[config.mk]
export PLATFORM = sky130hd
export DESIGN_NAME = pc_fetch_unit
export DESIGN_NICKNAME = d
export VERILOG_FILES = /design/src/rtl/pc_fetch_unit_pkg.sv /design/src/rtl/fetch_timeout_counter.sv /design/src/rtl/pc_fetch_unit.sv
export SDC_FILE = /design/constraint.sdc
export NUM_CORES = 1
export LEC_CHECK = 0
export ABC_AREA = 1
export BUFFER_PORTS_ARGS = -buffer_cell sky130_fd_sc_hd__buf_2
export CAP_MARGIN = 10
export CORE_MARGIN = 2
export CORE_UTILIZATION = 35
export CTS_BUF_LIST = sky130_fd_sc_hd__clkbuf_2 sky130_fd_sc_hd__clkbuf_4 sky130_fd_sc_hd__clkbuf_8
export CTS_CLUSTER_SIZE = 14
export DETAILED_ROUTE_END_ITERATION = 8
export PLACE_DENSITY = 0.66
export SYNTH_ARGS = -nofsm -noshare
export SYNTH_HDL_FRONTEND = slang
export SYNTH_SLANG_ARGS = --single-unit
[constraint.sdc]
create_clock -name clk -period 3.85 [get_ports clk]
set_clock_uncertainty 0.2 [all_clocks]
set_input_delay 0.1925 -clock clk [delete_from_list [all_inputs] [get_ports clk]]
set_output_delay 0.1925 -clock clk [all_outputs]
set_load 0.03 [all_outputs]
[src/rtl/pc_fetch_unit_pkg.sv]
// rtl/pc_fetch_unit_pkg.sv - shared types and constants for the PC fetch unit
package pc_fetch_unit_pkg;

    typedef enum logic [1:0] {
        ST_REQ   = 2'd0,
        ST_ISSUE = 2'd1,
        ST_FAULT = 2'd2
    } fetch_state_e;

    localparam logic [31:0] INSTR_BYTES      = 32'd4;
    localparam logic [31:0] DEFAULT_RESET_PC = 32'h0000_0000;

endpackage

[src/rtl/fetch_timeout_counter.sv]
// rtl/fetch_timeout_counter.sv - counts REQ cycles without an ack, flags the last allowed one
module fetch_timeout_counter #(
    parameter int LIMIT = 15
) (
    input  logic clk,
    input  logic rst,
    input  logic clear,
    input  logic enable,
    output logic expired
);

    logic [7:0] count_q;
    logic [7:0] count_d;

    always_comb begin
        count_d = count_q;
        if (clear) begin
            count_d = '0;
        end else if (enable) begin
            count_d = count_q + 8'd1;
        end
    end

    always_ff @(posedge clk) begin
        if (rst) begin
            count_q <= '0;
        end else begin
            count_q <= count_d;
        end
    end

    // Asserted in the cycle that would complete LIMIT ack-less REQ cycles.
    assign expired = enable && !clear && (count_q == 8'(LIMIT - 1));

endmodule

[src/rtl/pc_fetch_unit.sv]
// rtl/pc_fetch_unit.sv - fetch FSM: request, issue, sticky fault on timeout or misaligned PC
module pc_fetch_unit
    import pc_fetch_unit_pkg::*;
#(
    parameter logic [31:0] RESET_PC    = DEFAULT_RESET_PC,
    parameter int          ACK_TIMEOUT = 15
) (
    input  logic               clk,
    input  logic               rst,
    input  logic signed [31:0] PC_last,
    input  logic               Stall,
    output logic               IMemReq,
    output logic        [31:0] IMemAddr,
    input  logic               IMemAck,
    input  logic        [31:0] IMemData,
    output logic signed [31:0] PC,
    output logic signed [31:0] PCPlus4,
    output logic signed [31:0] PCJump,
    output logic        [31:0] Instr,
    output logic               InstrValid,
    output logic               Fault
);

    fetch_state_e state_q, state_d;
    logic [31:0]  pc_q, pc_d;
    logic [31:0]  instr_q, instr_d;
    logic         fault_q, fault_d;
    logic [31:0]  pc_plus4;
    logic         to_clear, to_enable, to_expired;

    assign to_enable = (state_q == ST_REQ) && !IMemAck;
    assign to_clear  = (state_q != ST_REQ) || IMemAck;

    fetch_timeout_counter #(
        .LIMIT (ACK_TIMEOUT)
    ) u_timeout (
        .clk     (clk),
        .rst     (rst),
        .clear   (to_clear),
        .enable  (to_enable),
        .expired (to_expired)
    );

    always_ff @(posedge clk) begin
        if (rst) begin
            state_q <= ST_REQ;
        end else begin
            state_q <= state_d;
        end
    end

    always_comb begin
        state_d = state_q;
        case (state_q)
            ST_REQ: begin
                if (IMemAck) begin
                    state_d = ST_ISSUE;
                end else if (to_expired) begin
                    state_d = ST_FAULT;
                end
            end
            ST_ISSUE: begin
                if (!Stall) begin
                    state_d = (PC_last[1:0] == 2'b00) ? ST_REQ : ST_FAULT;
                end
            end
            ST_FAULT: state_d = ST_FAULT;
            default:  state_d = ST_FAULT;
        endcase
    end

    always_comb begin
        IMemReq    = 1'b0;
        InstrValid = 1'b0;
        case (state_q)
            ST_REQ:   IMemReq    = 1'b1;
            ST_ISSUE: InstrValid = 1'b1;
            default: begin
                IMemReq    = 1'b0;
                InstrValid = 1'b0;
            end
        endcase
    end

    // Datapath registers: capture only on an ack in REQ, redirect only on an aligned unstalled issue.
    always_comb begin
        pc_d    = pc_q;
        instr_d = instr_q;
        fault_d = fault_q || (state_q != ST_FAULT && state_d == ST_FAULT);
        if (state_q == ST_REQ && IMemAck) begin
            instr_d = IMemData;
        end
        if (state_q == ST_ISSUE && !Stall && PC_last[1:0] == 2'b00) begin
            pc_d = PC_last;
        end
    end

    always_ff @(posedge clk) begin
        if (rst) begin
            pc_q    <= RESET_PC;
            instr_q <= '0;
            fault_q <= 1'b0;
        end else begin
            pc_q    <= pc_d;
            instr_q <= instr_d;
            fault_q <= fault_d;
        end
    end

    assign pc_plus4 = pc_q + INSTR_BYTES;
    assign IMemAddr = pc_q;
    assign PC       = pc_q;
    assign PCPlus4  = pc_plus4;
    assign PCJump   = {pc_plus4[31:28], instr_q[25:0], 2'b00};
    assign Instr    = instr_q;
    assign Fault    = fault_q;

endmodule
== Word level (Yosys, flattened, before mapping) ==
Index checks and enable logic that the tools add are counted.

* Output and inout port bits: 163
* Logic and storage cells: 34
* Bits of input ports: 68
* Flip-flop bits (word level): 75

* $add $sub $neg: 2
* Mux-type cells: 7
* Equal/unequal tests: 4
* Reduce and logical (&&, ||, !) cells: 16

{| class="wikitable"
|+ Operators with widths
! cell !! count
|-
| adder 32 x 3 -> 32 bit (second input constant) || 1
|-
| adder 8 x 1 -> 8 bit (second input constant) || 1
|-
| == test 8 x 4 -> 1 bit (second input constant) || 1
|-
| 2-to-1 mux 2 bit || 4
|-
| logical AND 1 bit || 7
|-
| logical NOT 2 bit || 2
|-
| case mux 2 bit (2 select lines) || 1
|-
| logical NOT 1 bit || 3
|-
| == test 2 x 1 -> 1 bit (second input constant) || 1
|-
| == test 2 bit (second input constant) || 1
|-
| logical OR 1 bit || 2
|-
| 2-to-1 mux 1 bit || 2
|-
| != test 2 bit (second input constant) || 1
|-
| nonzero test 2 bit || 1
|-
| OR reduction 2 bit || 1
|}

== Longest topological paths before layout ==
* Depth in word-level cells: 11
* Depth in mapped cells: 8
* Mapped depth without buffers: 8

== Cells and area by module ==
From an unflattened synthesis, not the netlist that was laid out.

* Cell total of the unflattened synthesis: 604
* Area, all modules: 4082.7 µm²

{| class="wikitable"
|+ By module, submodules not included
! module !! instances !! sequential area each (µm²) !! area each (µm²) !! cells an instance
|-
| pc_fetch_unit || 1 || 1341.3 || 3669.8 || 547
|-
| fetch_timeout_counter || 1 || 160.2 || 412.9 || 57
|}

== Worst setup path after synthesis ==
No wires, ideal clock.

* Path type: register -> output
* From: register pc_q[2] (netlist: IMemAddr[2])
* To: output PCPlus4[19]
* Data required time: 3.457 ns
* Cell stages (with the launch flop): 7
* Setup slack: 1.593 ns
* Path buffers: 0
* Data arrival time: 1.864 ns
* Path through: dfxtp_1 > inv_1 > nor2_4 > nand2_4 > nor2_4 > nand2_2 > xnor2_1

* Longest elaborated chain between the ends: 1

{| class="wikitable"
|+ RTL lines
! what !! RTL line !! source
|-
| from (decl) || pc_fetch_unit.sv:25 || <nowiki>logic [31:0] pc_q, pc_d;</nowiki>
|-
| from (signal assigned) || pc_fetch_unit.sv:104 || <nowiki>pc_q <= pc_d;</nowiki>
|-
| adder 32 x 3 -> 32 bit || pc_fetch_unit.sv:110 || <nowiki>assign pc_plus4 = pc_q + INSTR_BYTES;</nowiki>
|-
| to (decl) || pc_fetch_unit.sv:17 || <nowiki>output logic signed [31:0] PCPlus4,</nowiki>
|}

Every way passes these cells.

== Final worst setup path ==
* From: register pc_q[2] (netlist: IMemAddr[2])
* To: output PCPlus4[18]

The elaborated chain is that of the path after synthesis.

==> impl_metrics.env <==
export IMPL_powerDensity_nw_per_um2=346
export IMPL_ys_ff_latch=75
export IMPL_grt_overflow=0
export IMPL_root_buffer="clkbuf_8"
export IMPL_fp_dieArea_um2=12500
export IMPL_crit_required_ps=3460
export IMPL_cts_sink_count=75
export IMPL_cts_repair_resized=0
export IMPL_antenna_cells=0
export IMPL_arrival_ps=2020
export IMPL_tritoncts="done"
export IMPL_worst_setup_path_type="reg -> out"
export IMPL_grt_pass1_wl_um=19500
export IMPL_netlist_area_um2=4080
export IMPL_fin_ws_ps=1440
export IMPL_yosys_area_top_type="dfxtp_1"
export IMPL_synth_avg_cell_area_um2=6.87
export IMPL_antenna_found_initial=0
export IMPL_clockBufferDepth=2
export IMPL_dr_first_iter_drc_count=210
export IMPL_ir_worst_vdd_v=0.000188
export IMPL_status="finished clean"
export IMPL_yosys_warnings=0
export IMPL_die_h_um=112
export IMPL_p_int_mw=1.34
export IMPL_ant_nets=0
export IMPL_die_w_um=112
export IMPL_slowest_stage="dfxtp_1"
export IMPL_synth_top_area_share=0.368
export IMPL_hold_viol=0
export IMPL_worstMarginPinSlew_ps=950
export IMPL_sw_frac_of_total=0.315
export IMPL_area_growth_pct=38.8
export IMPL_drive_above_1_share=0.326
export IMPL_routed_wl_um=12400
export IMPL_grt_max_degree=43
export IMPL_hpwl_um=8660
export IMPL_fin_cells=961
export IMPL_hold_path_class="in -> reg"
export IMPL_report_final_slew_viol_count=0
export IMPL_tns_ps=0
export IMPL_yosysSeqAreaShare=0.368
export IMPL_synth_ff_type="dfxtp_1"
export IMPL_gp_congestion=0.880
export IMPL_cp_end_kind="primary output"
export IMPL_port_buffers=228
export IMPL_layout_area_seq_um2=1500
export IMPL_synth_edf_count=0
export IMPL_p_leak_nw=2.82
export IMPL_dr_total_vias=4342
export IMPL_synthCells=594
export IMPL_r2r_cells=5
export IMPL_yosysMostFrequentCell="nor2_1"
export IMPL_h_tree_depth=3
export IMPL_track_usage=0.193
export IMPL_initial_core_util=0.357
export IMPL_pre_cts_slack_ps=1640
export IMPL_cts_made_buffers=9
export IMPL_fin_crit_ps=2410
export IMPL_multi_input_area_um2=1890
export IMPL_setup_violations_final=0
export IMPL_fmax_mhz=415
export IMPL_clk_pin_slew_ps=80
export IMPL_synthTopCellsByArea="dfxtp_1 (37%), nor2_1 (16%), buf_4 (13%)"
export IMPL_power_frac_seq=0.437
export IMPL_post_route_period_util=0.626
export IMPL_clkPwrFrac=0.334
export IMPL_maxCapViolCount=0
export IMPL_nets=885
export IMPL_grt_pass1_vias=4020
export IMPL_core_um2=11400
export IMPL_via_per_inst=4.52
export IMPL_cpPeakStageDelay_ps=450
export IMPL_std_cell_rows=39
export IMPL_cp_cell_sequence="ha_1 > nand3_2 > inv_2 > nand2_1 > nor2_1 > xor2_1 > buf_2"
export IMPL_clk_latency_ps=340
export IMPL_synth_common_cells="nor2_1 (171), nand2_1 (101), dfxtp_1 (75), buf_4 (69), o21ai_0 (65)"
export IMPL_rrSetupSlack_ps=1630
export IMPL_synth_cell_types=30
export IMPL_wl_per_cell_um=12.9
export IMPL_finalPower_mw=1.96
export IMPL_io_pins=231
export IMPL_slew_headroom=0.365
export IMPL_rsz0062_at_grt="false"
export IMPL_switchingPower_mw=0.618
export IMPL_start_kind="flop"
export IMPL_dr_pass1_iters=5
export IMPL_comb_power_share=0.229
export IMPL_n_fill_cell=1160
export IMPL_dp_cells=883
export IMPL_async_flop_share=0
export IMPL_drc_errors=0
export IMPL_holdPathStages=5
export IMPL_cp_max_fo=5
## power groups by stage
stage          clock (mW)  combinational (mW)  sequential, mW
3_3_place_gp            0               0.396           0.875
4_1_cts             0.680               0.448           0.858
6_report            0.655               0.449           0.858
2_1_floorplan           0               0.240           0.946
5_1_grt             0.706               0.481           0.864
3_5_place_dp            0               0.399           0.876
## path summary, 6_finish.rpt
| check | from | end |
|---|---|---|
| worst max register to register | state_q[1] | Instr[0] |
| worst min-delay path | IMemAck | u_timeout.count_q[7] |
| worst max-delay path | IMemAddr[2] | PCPlus4[18] |
| worst min register to register | u_timeout.count_q[0] | u_timeout.count_q[0] |
## sequential cells by signal, indices dropped and copies added (netlist names)
name,cells
Fault,1
IMemAddr,32
state_q,2
u_timeout.count_q,8
Instr,32
## final cells by class
| cell class | instances | share of cell area |
|---|---|---|
| well taps | 143 | 0.0316 |
| inverters | 25 | 0.0170 |
| multi-input cells | 411 | 0.335 |
| flip-flops and latches | 75 | 0.265 |
| clock buffers | 10 | 0.0232 |
| clock inverters | 5 | 0.0139 |
| repair buffers | 292 | 0.314 |
## routing by layer
metal  vias up  GRT usage  wire [µm]
met2       169      0.354       6360
met4         0     0.0659        225
met3        19     0.0381        782
met5         -          0          0
li1       2239          -          -
met1      1915      0.223       5040
## timing repair
| item | CTS | global route |
|---|---|---|
| hold buffers | 63 | 0 |
| setup buffers | 0 | 0 |
| hold endpoints to repair | 66 | 0 |
## metrics by stage
stage / hold WS [ps] / util / area (µm²)
after floorplan: 61.6 / - / 4080
after global placement: 228 / 0.422 / 4820
after detailed placement: 228 / 0.422 / 4820
after CTS: 61.9 / 0.496 / 5660
after global routing: 119 / 0.496 / 5660
final: 90.4 / 0.496 / 5660
## logic make-up (layout without fill, tap and decap cells)
family	Yosys count	in the layout	synth area share
buffers and inverters	109	332	0.168
adder cells (fa/ha/maj)	3	3	0.00920
other	1	2	0.000919
XOR/XNOR	18	18	0.0387
AND/OR/NAND/NOR	316	316	0.326
flip-flops	75	75	0.368
AO/OA/AOI/OAI	72	72	0.0883
## critical path, delay by kind of cell (launching register included)
family        cells  cell delay [ps]
buf+inv           2              320
simple gates      3              450
fa+ha+maj         1              300
flops             1              450
xor+xnor          1              160
## layout by cell type, fill, tap and decap left out, types with 2 or more instances in the layout
cell and count:
nand3b_1 9, bufinv_16 2, clkbuf_8 9, nor2_1 171, nor2_2 6, nor2_4 4
conb_1 2, ha_1 3, nand2_2 4, nor3_1 3, xnor2_1 8, nand4_1 2
dlygate4sd3_1 63, inv_1 19, clkinv_2 2, nand3_1 11, a21oi_1 7, buf_2 228
dfxtp_1 75, xor2_1 10, nand2_1 101, inv_2 4, o21ai_0 65
Power figures use the tool's default switching activity.
